==> config.mk <==
export PLATFORM = sky130hd
export DESIGN_NAME = fetch_decode_queue_flat
export DESIGN_NICKNAME = d
export VERILOG_FILES = /design/src/rtl/fetch_decode_queue_pkg.sv /design/src/rtl/fetch_decode_queue_if.sv /design/src/rtl/fetch_decode_queue_storage.sv /design/src/rtl/fetch_decode_queue.sv /design/src/flat_wrapper.sv
export SDC_FILE = /design/constraint.sdc
export NUM_CORES = 1
export LEC_CHECK = 0
export BUFFER_PORTS_ARGS = -buffer_cell sky130_fd_sc_hd__buf_2
export CORE_MARGIN = 1.5
export CORE_UTILIZATION = 62
export DETAILED_ROUTE_END_ITERATION = 12
export GPL_TIMING_DRIVEN = 0
export HOLD_SLACK_MARGIN = 0.06
export PLACE_DENSITY = 0.9
export SLEW_MARGIN = 10
export SYNTH_ARGS = -nofsm -noshare
export SYNTH_HDL_FRONTEND = slang
export SYNTH_SLANG_ARGS = --single-unit
==> constraint.sdc <==
create_clock -name clk -period 14.7 [get_ports clk]
set_input_delay 2.94 -clock clk [delete_from_list [all_inputs] [get_ports clk]]
set_output_delay 2.94 -clock clk [all_outputs]
set_load 0.02 [all_outputs]
==> src/rtl/fetch_decode_queue_pkg.sv <==
// Shared Y86 types for the fetch->decode queue: stat codes, bundle layout,
// and the bubble bundle decode sees when nothing is queued.
package fetch_decode_queue_pkg;

    localparam int FD_PC_W = 64;

    typedef enum logic [2:0] {
        SAOK = 3'd1,
        SHLT = 3'd2,
        SADR = 3'd3,
        SINS = 3'd4
    } stat_e;

    localparam logic [3:0] INOP  = 4'h1;
    localparam logic [3:0] RNONE = 4'hF;

    typedef struct packed {
        stat_e               stat;
        logic [FD_PC_W-1:0]  pc;
        logic [3:0]          icode;
        logic [3:0]          ifun;
        logic [3:0]          ra;
        logic [3:0]          rb;
        logic [FD_PC_W-1:0]  valc;
        logic [FD_PC_W-1:0]  valp;
    } fd_bundle_t;

    localparam fd_bundle_t FD_BUBBLE = '{
        stat:  SAOK,
        pc:    '0,
        icode: INOP,
        ifun:  4'h0,
        ra:    RNONE,
        rb:    RNONE,
        valc:  '0,
        valp:  '0
    };

    function automatic logic is_fault(input logic [2:0] s);
        return s != 3'(SAOK);
    endfunction

endpackage

==> src/rtl/fetch_decode_queue_if.sv <==
// Fetch-side push handshake and decode-side head/control signals.
// master = fetch+decode environment, slave = the queue.
interface fetch_decode_queue_if #(
    parameter int PC_W  = 64,
    parameter int DEPTH = 4
);
    localparam int CNT_W = $clog2(DEPTH) + 1;

    logic             f_valid;
    logic             f_ready;
    logic [2:0]       f_stat;
    logic [PC_W-1:0]  f_pc;
    logic [3:0]       f_icode;
    logic [3:0]       f_ifun;
    logic [3:0]       f_ra;
    logic [3:0]       f_rb;
    logic [PC_W-1:0]  f_valc;
    logic [PC_W-1:0]  f_valp;

    logic             d_stall;
    logic             d_bubble;
    logic             d_valid;
    logic [2:0]       d_stat;
    logic [PC_W-1:0]  d_pc;
    logic [3:0]       d_icode;
    logic [3:0]       d_ifun;
    logic [3:0]       d_ra;
    logic [3:0]       d_rb;
    logic [PC_W-1:0]  d_valc;
    logic [PC_W-1:0]  d_valp;
    logic [CNT_W-1:0] count;

    modport master (
        output f_valid, f_stat, f_pc, f_icode, f_ifun,
               f_ra, f_rb, f_valc, f_valp,
        output d_stall, d_bubble,
        input  f_ready,
        input  d_valid, d_stat, d_pc, d_icode, d_ifun,
               d_ra, d_rb, d_valc, d_valp, count
    );

    modport slave (
        input  f_valid, f_stat, f_pc, f_icode, f_ifun,
               f_ra, f_rb, f_valc, f_valp,
        input  d_stall, d_bubble,
        output f_ready,
        output d_valid, d_stat, d_pc, d_icode, d_ifun,
               d_ra, d_rb, d_valc, d_valp, count
    );

endinterface

==> src/rtl/fetch_decode_queue_storage.sv <==
// Bundle storage: one write port, asynchronous head read.
// Data is never reset; the queue's count decides which entries are live.
module fdq_storage #(
    parameter int DEPTH = 4,
    parameter int W     = 8,
    parameter int AW    = $clog2(DEPTH)
) (
    input  logic          clk,
    input  logic          we,
    input  logic [AW-1:0] waddr,
    input  logic [W-1:0]  wdata,
    input  logic [AW-1:0] raddr,
    output logic [W-1:0]  rdata
);

    logic [W-1:0] mem [DEPTH];

    always_ff @(posedge clk) begin
        if (we) begin
            mem[waddr] <= wdata;
        end
    end

    assign rdata = mem[raddr];

endmodule

==> src/rtl/fetch_decode_queue.sv <==
// F->D instruction queue; head drives decode like the old D register.
// FDQ_BYPASS_EN: empty-queue pushes pass straight to D_* with zero latency.
module fetch_decode_queue
    import fetch_decode_queue_pkg::*;
#(
    parameter int DEPTH = 4,
    parameter int PC_W  = FD_PC_W
) (
    input  logic                 clk,
    input  logic                 rst,
    fetch_decode_queue_if.slave  q
);

    localparam int AW    = $clog2(DEPTH);
    localparam int CNT_W = $clog2(DEPTH) + 1;
    localparam int BW    = 3 * PC_W + 19;
    localparam logic [CNT_W-1:0] FULL_CNT = CNT_W'(DEPTH);

    logic [AW-1:0]    rd_ptr;
    logic [AW-1:0]    wr_ptr;
    logic [CNT_W-1:0] count;
    logic             halt;

    logic [BW-1:0]    f_bundle;
    logic [BW-1:0]    head;
    logic [BW-1:0]    d_bundle;
    logic [BW-1:0]    bubble_bundle;
    logic             d_valid;

    logic             empty;
    logic             full;
    logic             pop;
    logic             push;
    logic             byp;
    logic             wr_en;

    assign bubble_bundle = {
        SAOK, {PC_W{1'b0}}, INOP, 4'h0,
        RNONE, RNONE, {PC_W{1'b0}}, {PC_W{1'b0}}
    };

    assign f_bundle = {
        q.f_stat, q.f_pc, q.f_icode, q.f_ifun,
        q.f_ra, q.f_rb, q.f_valc, q.f_valp
    };

    assign empty = (count == '0);
    assign full  = (count == FULL_CNT);

    assign pop       = ~empty & ~q.d_stall & ~q.d_bubble;
    assign q.f_ready = ~halt & ~q.d_bubble & (~full | pop);
    assign push      = q.f_valid & q.f_ready;

`ifdef FDQ_BYPASS_EN
    assign byp = empty & push & ~q.d_stall;
`else
    assign byp = 1'b0;
`endif

    // A bypassed bundle is consumed by decode directly and never stored
    assign wr_en = push & ~byp;

    fdq_storage #(
        .DEPTH (DEPTH),
        .W     (BW)
    ) u_storage (
        .clk   (clk),
        .we    (wr_en),
        .waddr (wr_ptr),
        .wdata (f_bundle),
        .raddr (rd_ptr),
        .rdata (head)
    );

    always_ff @(posedge clk or posedge rst) begin
        if (rst) begin
            rd_ptr <= '0;
            wr_ptr <= '0;
            count  <= '0;
            halt   <= 1'b0;
        end else if (q.d_bubble) begin
            rd_ptr <= '0;
            wr_ptr <= '0;
            count  <= '0;
            halt   <= 1'b0;
        end else begin
            if (wr_en) begin
                wr_ptr <= wr_ptr + AW'(1);
            end
            if (pop) begin
                rd_ptr <= rd_ptr + AW'(1);
            end
            count <= count + CNT_W'(wr_en) - CNT_W'(pop);
            // Stop fetching past HLT/ADR/INS, bypassed or not
            if (push && is_fault(q.f_stat)) begin
                halt <= 1'b1;
            end
        end
    end

    always_comb begin
        d_bundle = bubble_bundle;
        d_valid  = 1'b0;
        unique case (1'b1)
            !empty: begin
                d_bundle = head;
                d_valid  = 1'b1;
            end
            byp: begin
                d_bundle = f_bundle;
                d_valid  = 1'b1;
            end
            default: ;
        endcase
    end

    assign q.d_valid = d_valid;
    assign {
        q.d_stat, q.d_pc, q.d_icode, q.d_ifun,
        q.d_ra, q.d_rb, q.d_valc, q.d_valp
    } = d_bundle;
    assign q.count = count;

endmodule

==> src/flat_wrapper.sv <==
// flat-port wrapper written by rule: the top's interface ports become plain ports
module fetch_decode_queue_flat import fetch_decode_queue_pkg::*;
#(
    parameter int DEPTH = 4,
    parameter int PC_W  = FD_PC_W
)
  (clk, rst, q_f_valid, q_f_stat, q_f_pc, q_f_icode, q_f_ifun, q_f_ra, q_f_rb, q_f_valc, q_f_valp, q_d_stall, q_d_bubble, q_f_ready, q_d_valid, q_d_stat, q_d_pc, q_d_icode, q_d_ifun, q_d_ra, q_d_rb, q_d_valc, q_d_valp, q_count);
  fetch_decode_queue_if #(.PC_W(PC_W), .DEPTH(DEPTH)) q_i ();
  input  logic clk;
  input  logic rst;
  input wire logic [$bits(q_i.f_valid)-1:0] q_f_valid;
  input wire logic [$bits(q_i.f_stat)-1:0] q_f_stat;
  input wire logic [$bits(q_i.f_pc)-1:0] q_f_pc;
  input wire logic [$bits(q_i.f_icode)-1:0] q_f_icode;
  input wire logic [$bits(q_i.f_ifun)-1:0] q_f_ifun;
  input wire logic [$bits(q_i.f_ra)-1:0] q_f_ra;
  input wire logic [$bits(q_i.f_rb)-1:0] q_f_rb;
  input wire logic [$bits(q_i.f_valc)-1:0] q_f_valc;
  input wire logic [$bits(q_i.f_valp)-1:0] q_f_valp;
  input wire logic [$bits(q_i.d_stall)-1:0] q_d_stall;
  input wire logic [$bits(q_i.d_bubble)-1:0] q_d_bubble;
  output wire logic [$bits(q_i.f_ready)-1:0] q_f_ready;
  output wire logic [$bits(q_i.d_valid)-1:0] q_d_valid;
  output wire logic [$bits(q_i.d_stat)-1:0] q_d_stat;
  output wire logic [$bits(q_i.d_pc)-1:0] q_d_pc;
  output wire logic [$bits(q_i.d_icode)-1:0] q_d_icode;
  output wire logic [$bits(q_i.d_ifun)-1:0] q_d_ifun;
  output wire logic [$bits(q_i.d_ra)-1:0] q_d_ra;
  output wire logic [$bits(q_i.d_rb)-1:0] q_d_rb;
  output wire logic [$bits(q_i.d_valc)-1:0] q_d_valc;
  output wire logic [$bits(q_i.d_valp)-1:0] q_d_valp;
  output wire logic [$bits(q_i.count)-1:0] q_count;
  assign q_i.f_valid = q_f_valid;
  assign q_i.f_stat = q_f_stat;
  assign q_i.f_pc = q_f_pc;
  assign q_i.f_icode = q_f_icode;
  assign q_i.f_ifun = q_f_ifun;
  assign q_i.f_ra = q_f_ra;
  assign q_i.f_rb = q_f_rb;
  assign q_i.f_valc = q_f_valc;
  assign q_i.f_valp = q_f_valp;
  assign q_i.d_stall = q_d_stall;
  assign q_i.d_bubble = q_d_bubble;
  assign q_f_ready = q_i.f_ready;
  assign q_d_valid = q_i.d_valid;
  assign q_d_stat = q_i.d_stat;
  assign q_d_pc = q_i.d_pc;
  assign q_d_icode = q_i.d_icode;
  assign q_d_ifun = q_i.d_ifun;
  assign q_d_ra = q_i.d_ra;
  assign q_d_rb = q_i.d_rb;
  assign q_d_valc = q_i.d_valc;
  assign q_d_valp = q_i.d_valp;
  assign q_count = q_i.count;
  fetch_decode_queue #(.DEPTH(DEPTH), .PC_W(PC_W)) u_core (.clk(clk), .rst(rst), .q(q_i));
endmodule
---- Yosys cells after proc, flatten, opt, wreduce, memory -nomap -nowiden ----
Memories as Yosys holds them, arrays and structs flattened.
Index checks and enable logic that the tools add are counted.
word-level totals
  output and inout bits ................... 216
  bits in registers ....................... 8
  bits in writable memories ............... 844
  word-level logic and storage cells ...... 38
  input bits .............................. 216
  memories kept ........................... 1
memories
  memory                words  bits a word  rd ports  clocked after Yosys merged registers in  wr ports  RTL line                          RTL
  u_core.u_storage.mem  4      211          1         0                                        1         fetch_decode_queue_storage.sv:16  logic [W-1:0] mem [DEPTH];
cells by class
  bitwise gates (word level) .............. 11
  mux-type cells .......................... 11
  reductions and logical operators ........ 5
  add/subtract/negate cells ............... 4
  equal/unequal tests ..................... 2
operator list
  kind                   number
  $mux W211              1
  $mux W2                4
  $reduce_bool A2 Y1     3
  $and A1 B1 Y1          5
  $mux W1                5
  $not A1 Y1             5
  $add A2 B1 Y2 const B  2
  $add A3 B1 Y3          1
  $eq A3 B3 Y1 const B   1
  $logic_not A3 Y1       1
  $mux W3                1
  $ne A3 B1 Y1 const B   1
  $sub A3 B1 Y3          1
  $logic_and A1 B1 Y1    1
  $or A1 B1 Y1           1

---- Longest topological paths before layout ----
Gate-level depths: netlist of run 1.
  word-level depth ........................ 10
  depth in mapped cells ................... 10
  mapped depth without buffers ............ 9

---- Hierarchy ----
A second synthesis of run 1 with hierarchy kept.
unflattened totals
  cell total of the unflattened synthesis .. 1384
  area total of the unflattened synthesis .. 32595.0 um^2
by module, submodules not included
  module              area an instance (um^2)  sequential area each (um^2)  times used  cells an instance
  fdq_storage         30684.4                  25344.3                      1           1106
  fetch_decode_queue  1910.6                   200.2                        1           278

---- Least setup slack after synthesis of run 1 ----
Ideal clock, no wire load.
  kind .................................... in2reg
  start ................................... in q_d_bubble
  end ..................................... mem u_core.u_storage.mem[0][0] (netlist bit) (enable)
  path slack .............................. 5738 ps
  arrival time ............................ 8363 ps
  stages .................................. 2
  required time ........................... 14101 ps
  path buffers ............................ 0
  cells stage by stage .................... nor3b_1 -> and3_1
on the way
  longest elaborated chain between the ends .. 7
ends and longest elaborated chain
  element                            RTL line                                            RTL
  start: declaration                 flat_wrapper.sv:21                                  input wire logic [$bits(q_i.d_bubble)-1:0] q_d_bubble;
  $not A1 Y1 (*)                     fetch_decode_queue.sv:50, fetch_decode_queue.sv:51
  $and A1 B1 Y1                      fetch_decode_queue.sv:50                            assign pop = ~empty & ~q.d_stall & ~q.d_bubble;
  $or A1 B1 Y1                       fetch_decode_queue.sv:51                            assign q.f_ready = ~halt & ~q.d_bubble & (~full | pop);
  $and A1 B1 Y1 (*)                  fetch_decode_queue.sv:51
  $and A1 B1 Y1 (*)                  fetch_decode_queue.sv:52                            assign push = q.f_valid & q.f_ready;
  $mux W1 (*)                        fetch_decode_queue_storage.sv:19                    if (we) begin
  $mux W1 (implied by the code) (*)  fetch_decode_queue_storage.sv:20                    mem[waddr] <= wdata;
  end: declaration                   fetch_decode_queue_storage.sv:16
Every way passes the cells marked *; elsewhere a longest branch is shown, timed or not.

---- Worst setup path after layout of run 1 ----
  start ................................... in q_d_stall
  end ..................................... out q_f_ready
on the way
  longest elaborated chain between the ends .. 5
ends and longest elaborated chain
  element                      RTL line                  RTL
  start: declaration           flat_wrapper.sv:20        input wire logic [$bits(q_i.d_stall)-1:0] q_d_stall;
  $not A1 Y1                   fetch_decode_queue.sv:50
  $and A1 B1 Y1 (2 in series)  fetch_decode_queue.sv:50
  $or A1 B1 Y1                 fetch_decode_queue.sv:51
  $and A1 B1 Y1                fetch_decode_queue.sv:51
  end: declaration             flat_wrapper.sv:22        output wire logic [$bits(q_i.f_ready)-1:0] q_f_ready;
No other way between the ends.

==> impl_metrics.py, run 1 <==
metrics = {
    "cells_and_area": {
        "finalCoreUtilization_pct": 74.5,
        "final_net_count": 2144,
        "filler_free_cell_count_of_the_finished_design": 2674,
        "layout_cell_share_with_drive_strength_beyond_1_pct": 41.2,
        "layout.cell_area.non_filler_sq_um": 38400,
        "sequential_cell_area_sq_um": 25500,
        "syn2layout_area_growth_pct": 18.5,
        "multi_input_gate_area_sq_um": 6380,
        "fillers": 2643,
        "layout.cells.most_common": "sky130_fd_sc_hd__edfxtp_1",
        "final_cell_mix": "sky130_fd_sc_hd__edfxtp_1, sky130_fd_sc_hd__buf_2, sky130_fd_sc_hd__mux4_2",
    },
    "detailed_routing": {
        "postRouteWirelength_microns": 75000,
        "drt.antenna.violating_nets": 0,
        "first_iter_violations": 1516,
        "route.detailed.wl_per_inst_microns": 28.0,
        "dr_total_vias": 16400,
        "route.detailed.vias_per_inst": 6.14,
        "drt_pre_antenna_iters": 5,
        "drc_errors": 0,
    },
    "worst_setup_path": {
        "timing.critical_path.cells": "buf_2 -> nand4bb_1 -> clkbuf_1 -> nor3b_1 -> buf_2",
        "cp_slowest_cell": "sky130_fd_sc_hd__clkbuf_1",
        "path_buf_inv": 3,
        "worst-r2r-setup-slack_ns": 11.62,
        "critical_path_arrival_ns": 4.01,
        "crit-reg2reg-capture": "u_core.u_storage.mem[1][71]",
        "worst-r2r-cell-count": 4,
        "critPathLaunchType": "input port",
        "path_delay_family": "buffers and inverters",
        "cp.required_ns": 11.76,
        "crit_path_end_kind": "output pin",
        "worstSetupPathType": "in -> out",
        "r2r_start": "u_core.halt",
        "most_frequent_cp_cell": "sky130_fd_sc_hd__buf_2",
        "max_stage_delay_ns": 0.33,
        "crit_fanout": 9,
    },
    "synth": {
        "post_synth.cell_area_avg_sq_um": 23.3,
        "syn-num-nets": 1614,
        "synth_seq_cells": 852,
        "netlist_area_sq_um": 32400,
        "yosysWarningCount": 0,
        "synth-seq-area-share_pct": 78.9,
        "synth_cell_types": 28,
        "synth_cells": 1391,
    },
    "grt": {
        "number_of_antenna_violations_at_the_first_check_in_global_routing": 20,
        "largest_net_degree_at_the_start_of_global_routing": 52,
        "grt_pass1_vias": 17400,
        "grt_util_all_layers_pct": 28.6,
        "global_route.overflow_total": 0,
        "grt_first_pass_wirelength_microns": 111000,
    },
    "cts": {
        "cts_made_buffers": 81,
        "cts.hold.buffers_added": 0,
        "clk_root_buffer_cell": "sky130_fd_sc_hd__clkbuf_16",
        "numClockSinks": 852,
        "clkLatencyLatePin_ns": 0.62,
        "post_cts.resized_instances": 0,
        "cts_max_level": 3,
        "tritoncts": "yes",
        "clockBufferDepth": 3,
        "clkSlewWorstSetupHoldPaths_ns": 0.06,
        "setup_buffers_after_cts": 0,
    },
    "job": {
        "cap_violations": 0,
    },
    "floorplanning": {
        "floorplan.core_area_sq_um": 51500,
        "die_y_microns": 232,
        "initial_core_util_pct": 62.9,
        "io_pins": 432,
        "die-width_microns": 232,
        "die_area_sq_um": 53600,
        "rows": 83,
    },
    "sta": {
        "final-max-slew-violation-count": 0,
        "skew_ns": 0.0222,
        "setup-tns-final_ns": 0,
        "rsz0062_at_grt": "false",
        "timing.final.setup_violations": 0,
        "min_period_over_period_pct": 47.3,
        "hold_violations": 0,
        "maximum_clock_rate_ghz": 0.144,
        "fin_crit_ns": 6.95,
        "maxSlewHeadroom_pct": 25.3,
        "worst_pin_slew_ns": 1.12,
    },
    "status": {
        "run_status": "finished, final reports clean",
    },
    "placement": {
        "port_buffers": 431,
        "placedCellCount": 2518,
        "gp_routability_congestion": 0.774,
        "estimated_wirelength_of_the_detail_placed_design_microns": 45600,
        "placement_stage_cell_area_sq_um": 35800,
    },
    "hold_path": {
        "worstHoldPathCells": 2,
        "hold_path.class": "reg -> reg",
        "hold_end": "u_core.halt",
        "min_from": "u_core.halt",
    },
    "power_and_ir_drop": {
        "ir_drop_mv": 0.162,
        "total_leakage_power_uw": 0.0132,
        "p_per_area_nw_per_um2": 168,
    },
}
[worst reg2reg max path, delay by kind of cell (launching register included)]
kind / cells / cell delay [ns]
flip-flops: 1 / 0.41
AND/OR/NAND/NOR: 2 / 1.53
buffers and inverters: 2 / 0.71
[registers in the layout, indices dropped and copies added, names as in the netlist]
| name | flops |
|---|---|
| u_core.rd_ptr | 2 |
| u_core.q.count | 3 |
| u_core.wr_ptr | 2 |
| u_core.halt | 1 |
| u_core.u_storage.mem | 844 |
[through the flow]
stage | setup slack [ns] | hold slack, ns | total power (uW)
floorplan | 5.74 | 0.486 | 3900
global placement | 1.87 | 0.524 | 4450
detailed placement | 7.79 | 0.554 | 4470
CTS | 7.77 | 0.568 | 6460
global route | 7.67 | 0.581 | 6640
finish | 7.75 | 0.570 | 6430
[how the worst max path moves through the flow]
stage / from / to / slack (ns) / cells after the start
after floorplan: q_d_bubble / u_core.u_storage.mem[0][0] / 5.74 / 2
after global placement: q_d_bubble / u_core.u_storage.mem[3][113] / 1.87 / 3
after detailed placement: q_d_stall / q_f_ready / 7.79 / 5
after CTS: q_d_stall / q_f_ready / 7.77 / 5
after global routing: q_d_stall / q_f_ready / 7.67 / 5
final: q_d_stall / q_f_ready / 7.75 / 5
[cell usage after synthesis, drive strengths merged]
cell / instances / area, sq um
o21ai: 3 / 15.0
fa: 1 / 20.0
mux4: 211 / 4750
or3b: 1 / 8.76
or3: 2 / 12.5
nor2: 3 / 11.3
or2: 10 / 62.6
xor2: 1 / 8.76
edfxtp: 844 / 25300
nand3: 2 / 10.0
nor3: 2 / 15.0
nor3b: 2 / 15.0
nor2b: 1 / 6.26
buf: 43 / 334
dfrtp: 8 / 200
a31oi: 1 / 6.26
inv: 7 / 26.3
and3: 4 / 25.0
o31ai: 1 / 7.51
nand2b: 2 / 12.5
ha: 6 / 75.1
clkbuf: 30 / 113
a21oi: 2 / 10.0
nand4bb: 1 / 11.3
xnor2: 1 / 8.76
and2: 202 / 1260
[cells by family (layout without fill, tap and decap cells)]
group	Yosys count	count (layout)	share of synthesized area (%)
adders and majority gates	7	7	0.294
DFF	852	852	78.9
AOI/OAI and AO/OA	7	7	0.120
xor gates and xnor gates	2	2	0.0541
and+or+nand+nor	232	232	4.49
other	0	16	0
muxes	211	211	14.7
buffers and inverters	80	667	1.46
[where the power goes]
group	total (uW)	internal (uW)	switching [uW]
Combinational	1620	628	996
Sequential	2810	2780	31.3
Clock	1990	1140	855
Total	6430	4550	1880
[area by class of cell]
class	count	area share (%)
clock inverter	40	0.819
multi-input combinational	459	16.6
inverter	7	0.0685
timing repair buffer	447	6.71
clock buffer	100	5.69
buffer	73	1.16
sequential	852	66.6
tap	680	2.22
antenna	16	0.104
[layer usage]
layer	part of all wire, %	track usage (%)	vias to the layer above
li1	-	-	6789
met1	35	35.0	8500
met2	52	48.8	955
met5	0.12	0	-
met3	10	8.66	166
met4	3.0	9.95	12
Power figures use the tool's default switching activity.
==> inputs of run 2 (changes only) <==
--- a/config.mk
+++ b/config.mk
@@ -7,11 +7,11 @@
 export LEC_CHECK = 0
 export BUFFER_PORTS_ARGS = -buffer_cell sky130_fd_sc_hd__buf_2
 export CORE_MARGIN = 1.5
-export CORE_UTILIZATION = 62
+export CORE_UTILIZATION = 57
 export DETAILED_ROUTE_END_ITERATION = 12
 export GPL_TIMING_DRIVEN = 0
 export HOLD_SLACK_MARGIN = 0.06
-export PLACE_DENSITY = 0.9
+export PLACE_DENSITY = 0.84
 export SLEW_MARGIN = 10
 export SYNTH_ARGS = -nofsm -noshare
 export SYNTH_HDL_FRONTEND = slang
==> constraint.sdc (replaced) <==
create_clock -name clk -period 6.8 [get_ports clk]
set_input_delay 1.36 -clock clk [delete_from_list [all_inputs] [get_ports clk]]
set_output_delay 1.36 -clock clk [all_outputs]
set_load 0.02 [all_outputs]
==> impl_metrics.py, run 2 (synthesis gave the netlist of run 1 again) <==
metrics = {
    "status": {
        "run_status": "finished, final reports clean",
    },
    "cts": {
        "cts_made_buffers": 83,
        "clkSlewWorstSetupHoldPaths_ns": 0.06,
        "clk_root_buffer_cell": "sky130_fd_sc_hd__clkbuf_16",
        "post_cts.resized_instances": 0,
        "setup_buffers_after_cts": 0,
        "cts.hold.buffers_added": 0,
        "clkLatencyLatePin_ns": 0.61,
        "numClockSinks": 852,
        "clockBufferDepth": 3,
        "cts_max_level": 3,
        "tritoncts": "yes",
    },
    "worst_setup_path": {
        "path_buf_inv": 4,
        "timing.critical_path.cells": "nor3_2 -> inv_1 -> clkbuf_1 -> clkbuf_1 -> and2_1 -> buf_2",
        "cp.required_ns": 5.44,
        "critical_path_arrival_ns": 3.06,
        "max_stage_delay_ns": 0.83,
        "cp_slowest_cell": "sky130_fd_sc_hd__clkbuf_1",
        "worst-r2r-setup-slack_ns": 3.91,
        "crit_path_end_kind": "output pin",
        "worst-r2r-cell-count": 4,
        "crit-reg2reg-capture": "u_core.u_storage.mem[3][104]",
        "crit_fanout": 10,
        "worstSetupPathType": "reg -> out",
        "r2r_start": "u_core.halt",
        "critPathLaunchType": "flop",
        "path_delay_family": "buffers and inverters",
        "most_frequent_cp_cell": "sky130_fd_sc_hd__clkbuf_1",
    },
    "cells_and_area": {
        "filler_free_cell_count_of_the_finished_design": 2758,
        "final_net_count": 2146,
        "layout_cell_share_with_drive_strength_beyond_1_pct": 41.5,
        "syn2layout_area_growth_pct": 19.3,
        "registers.top_by_ff_count": "u_core.u_storage.mem",
        "largestRegisters": "u_core.u_storage.mem: 844 flops, u_core.q.count: 3 flops",
        "layout.cell_area.non_filler_sq_um": 38600,
        "final_cell_mix": "sky130_fd_sc_hd__edfxtp_1, sky130_fd_sc_hd__buf_2, sky130_fd_sc_hd__mux4_2",
        "largest_register_ffs": 844,
        "finalCoreUtilization_pct": 68.6,
        "layout.cells.most_common": "sky130_fd_sc_hd__edfxtp_1",
    },
    "grt": {
        "grt_first_pass_wirelength_microns": 102000,
        "largest_net_degree_at_the_start_of_global_routing": 52,
        "global_route.overflow_total": 0,
        "gr-usage-met1_pct": 29.0,
        "grt_pass1_vias": 16700,
        "grt.met2_usage_pct": 41.1,
        "number_of_antenna_violations_at_the_first_check_in_global_routing": 32,
        "top_usage_layer": "met2",
        "gr_met3_demand_resource_pct": 8.26,
        "grt_util_all_layers_pct": 24.1,
    },
    "sta": {
        "maxSlewHeadroom_pct": 26.6,
        "worst_pin_slew_ns": 1.10,
        "fin_worst_hold_slack_ns": 0.556,
        "hold_violations": 0,
        "final-max-slew-violation-count": 0,
        "timing.final.setup_violations": 0,
        "fin_crit_ns": 4.42,
        "maximum_clock_rate_ghz": 0.226,
        "skew_ns": 0.0188,
        "min_period_over_period_pct": 65.0,
        "rsz0062_at_grt": "false",
    },
    "power_and_ir_drop": {
        "sequential_cell_fraction_of_total_power_pct": 43.4,
        "p_comb_share_pct": 24.6,
        "internal_power_uw": 10000,
        "power.switching_uw": 4000,
        "total_leakage_power_uw": 0.0132,
        "p_per_area_nw_per_um2": 362,
        "ir_drop_mv": 0.299,
        "switching_share_pct": 28.6,
        "share_clk_of_total_power_pct": 32.0,
    },
    "detailed_routing": {
        "drt.antenna.violating_nets": 0,
        "postRouteWirelength_microns": 69900,
        "route.detailed.vias_per_inst": 5.80,
        "first_iter_violations": 1297,
        "drt_pre_antenna_iters": 5,
        "route.detailed.wl_per_inst_microns": 25.4,
        "drc_errors": 0,
        "dr_total_vias": 16000,
    },
    "placement": {
        "port_buffers": 431,
        "gp_routability_congestion": 0.761,
        "placedCellCount": 2594,
        "placement_stage_cell_area_sq_um": 35900,
        "estimated_wirelength_of_the_detail_placed_design_microns": 44200,
    },
    "floorplanning": {
        "die_y_microns": 241,
        "floorplan.core_area_sq_um": 56300,
        "die_area_sq_um": 58200,
        "io_pins": 432,
        "initial_core_util_pct": 57.5,
        "die-width_microns": 241,
        "rows": 87,
    },
    "hold_path": {
        "min_from": "u_core.halt",
        "hold_path.class": "reg -> reg",
        "worstHoldPathCells": 2,
        "hold_end": "u_core.halt",
    },
    "job": {
        "cap_violations": 0,
    },
}
-- run 2: metal layers --
metal | vias to the layer above | part of all wire [%]
li1 | 6803 | -
met2 | 698 | 52
met3 | 136 | 9.6
met1 | 8325 | 36
met5 | - | 0.38
met4 | 40 | 2.2
-- run 2: stage by stage --
step | worst slack, ns | power (uW) | TNS (ns)
2_1_floorplan | 1.85 | 8400 | 0
3_3_place_gp | -0.252 | 9560 | -185.46
3_5_place_dp | 2.88 | 9630 | 0
4_1_cts | 2.28 | 14100 | 0
5_1_grt | 2.19 | 14500 | 0
6_report | 2.38 | 14000 | 0
-- run 2: worst max path at each step --
stage	startpoint	to	depth (start not counted)
2_1_floorplan	q_d_bubble	u_core.u_storage.mem[0][0]	2
3_3_place_gp	q_d_bubble	u_core.u_storage.mem[0][113]	3
3_5_place_dp	q_d_bubble	u_core.u_storage.mem[3][121]	5
4_1_cts	u_core.q.count[1]	q_d_pc[13]	6
5_1_grt	u_core.q.count[1]	q_d_pc[0]	6
6_report	u_core.q.count[1]	q_d_pc[14]	6
-- run 2: area by class of cell --
| class | count | area, sq um |
|---|---|---|
| tap | 756 | 946 |
| inverter | 7 | 26.3 |
| timing repair buffer | 447 | 2600 |
| clock buffer | 99 | 2180 |
| fill | 3329 | 17600 |
| sequential | 852 | 25500 |
| buffer | 73 | 447 |
| antenna | 19 | 47.5 |
| multi-input combinational | 459 | 6380 |
| clock inverter | 46 | 469 |
-- run 2: worst register-to-register path, cell delays in order (launching register included) --
cell and delay [ns]:
sky130_fd_sc_hd__dfrtp_1 0.40, sky130_fd_sc_hd__nor3b_1 0.77, sky130_fd_sc_hd__and3_4 0.65, sky130_fd_sc_hd__buf_16 0.32, sky130_fd_sc_hd__buf_16 0.35
-- run 2: power groups by stage --
stage | registers, uW | clock network (uW) | logic [uW]
finish | 6080 | 4470 | 3440
global route | 6090 | 4730 | 3690
CTS | 6080 | 4540 | 3490
detailed placement | 6180 | 0 | 3450
global placement | 6200 | 0 | 3360
floorplan | 6190 | 0 | 2220
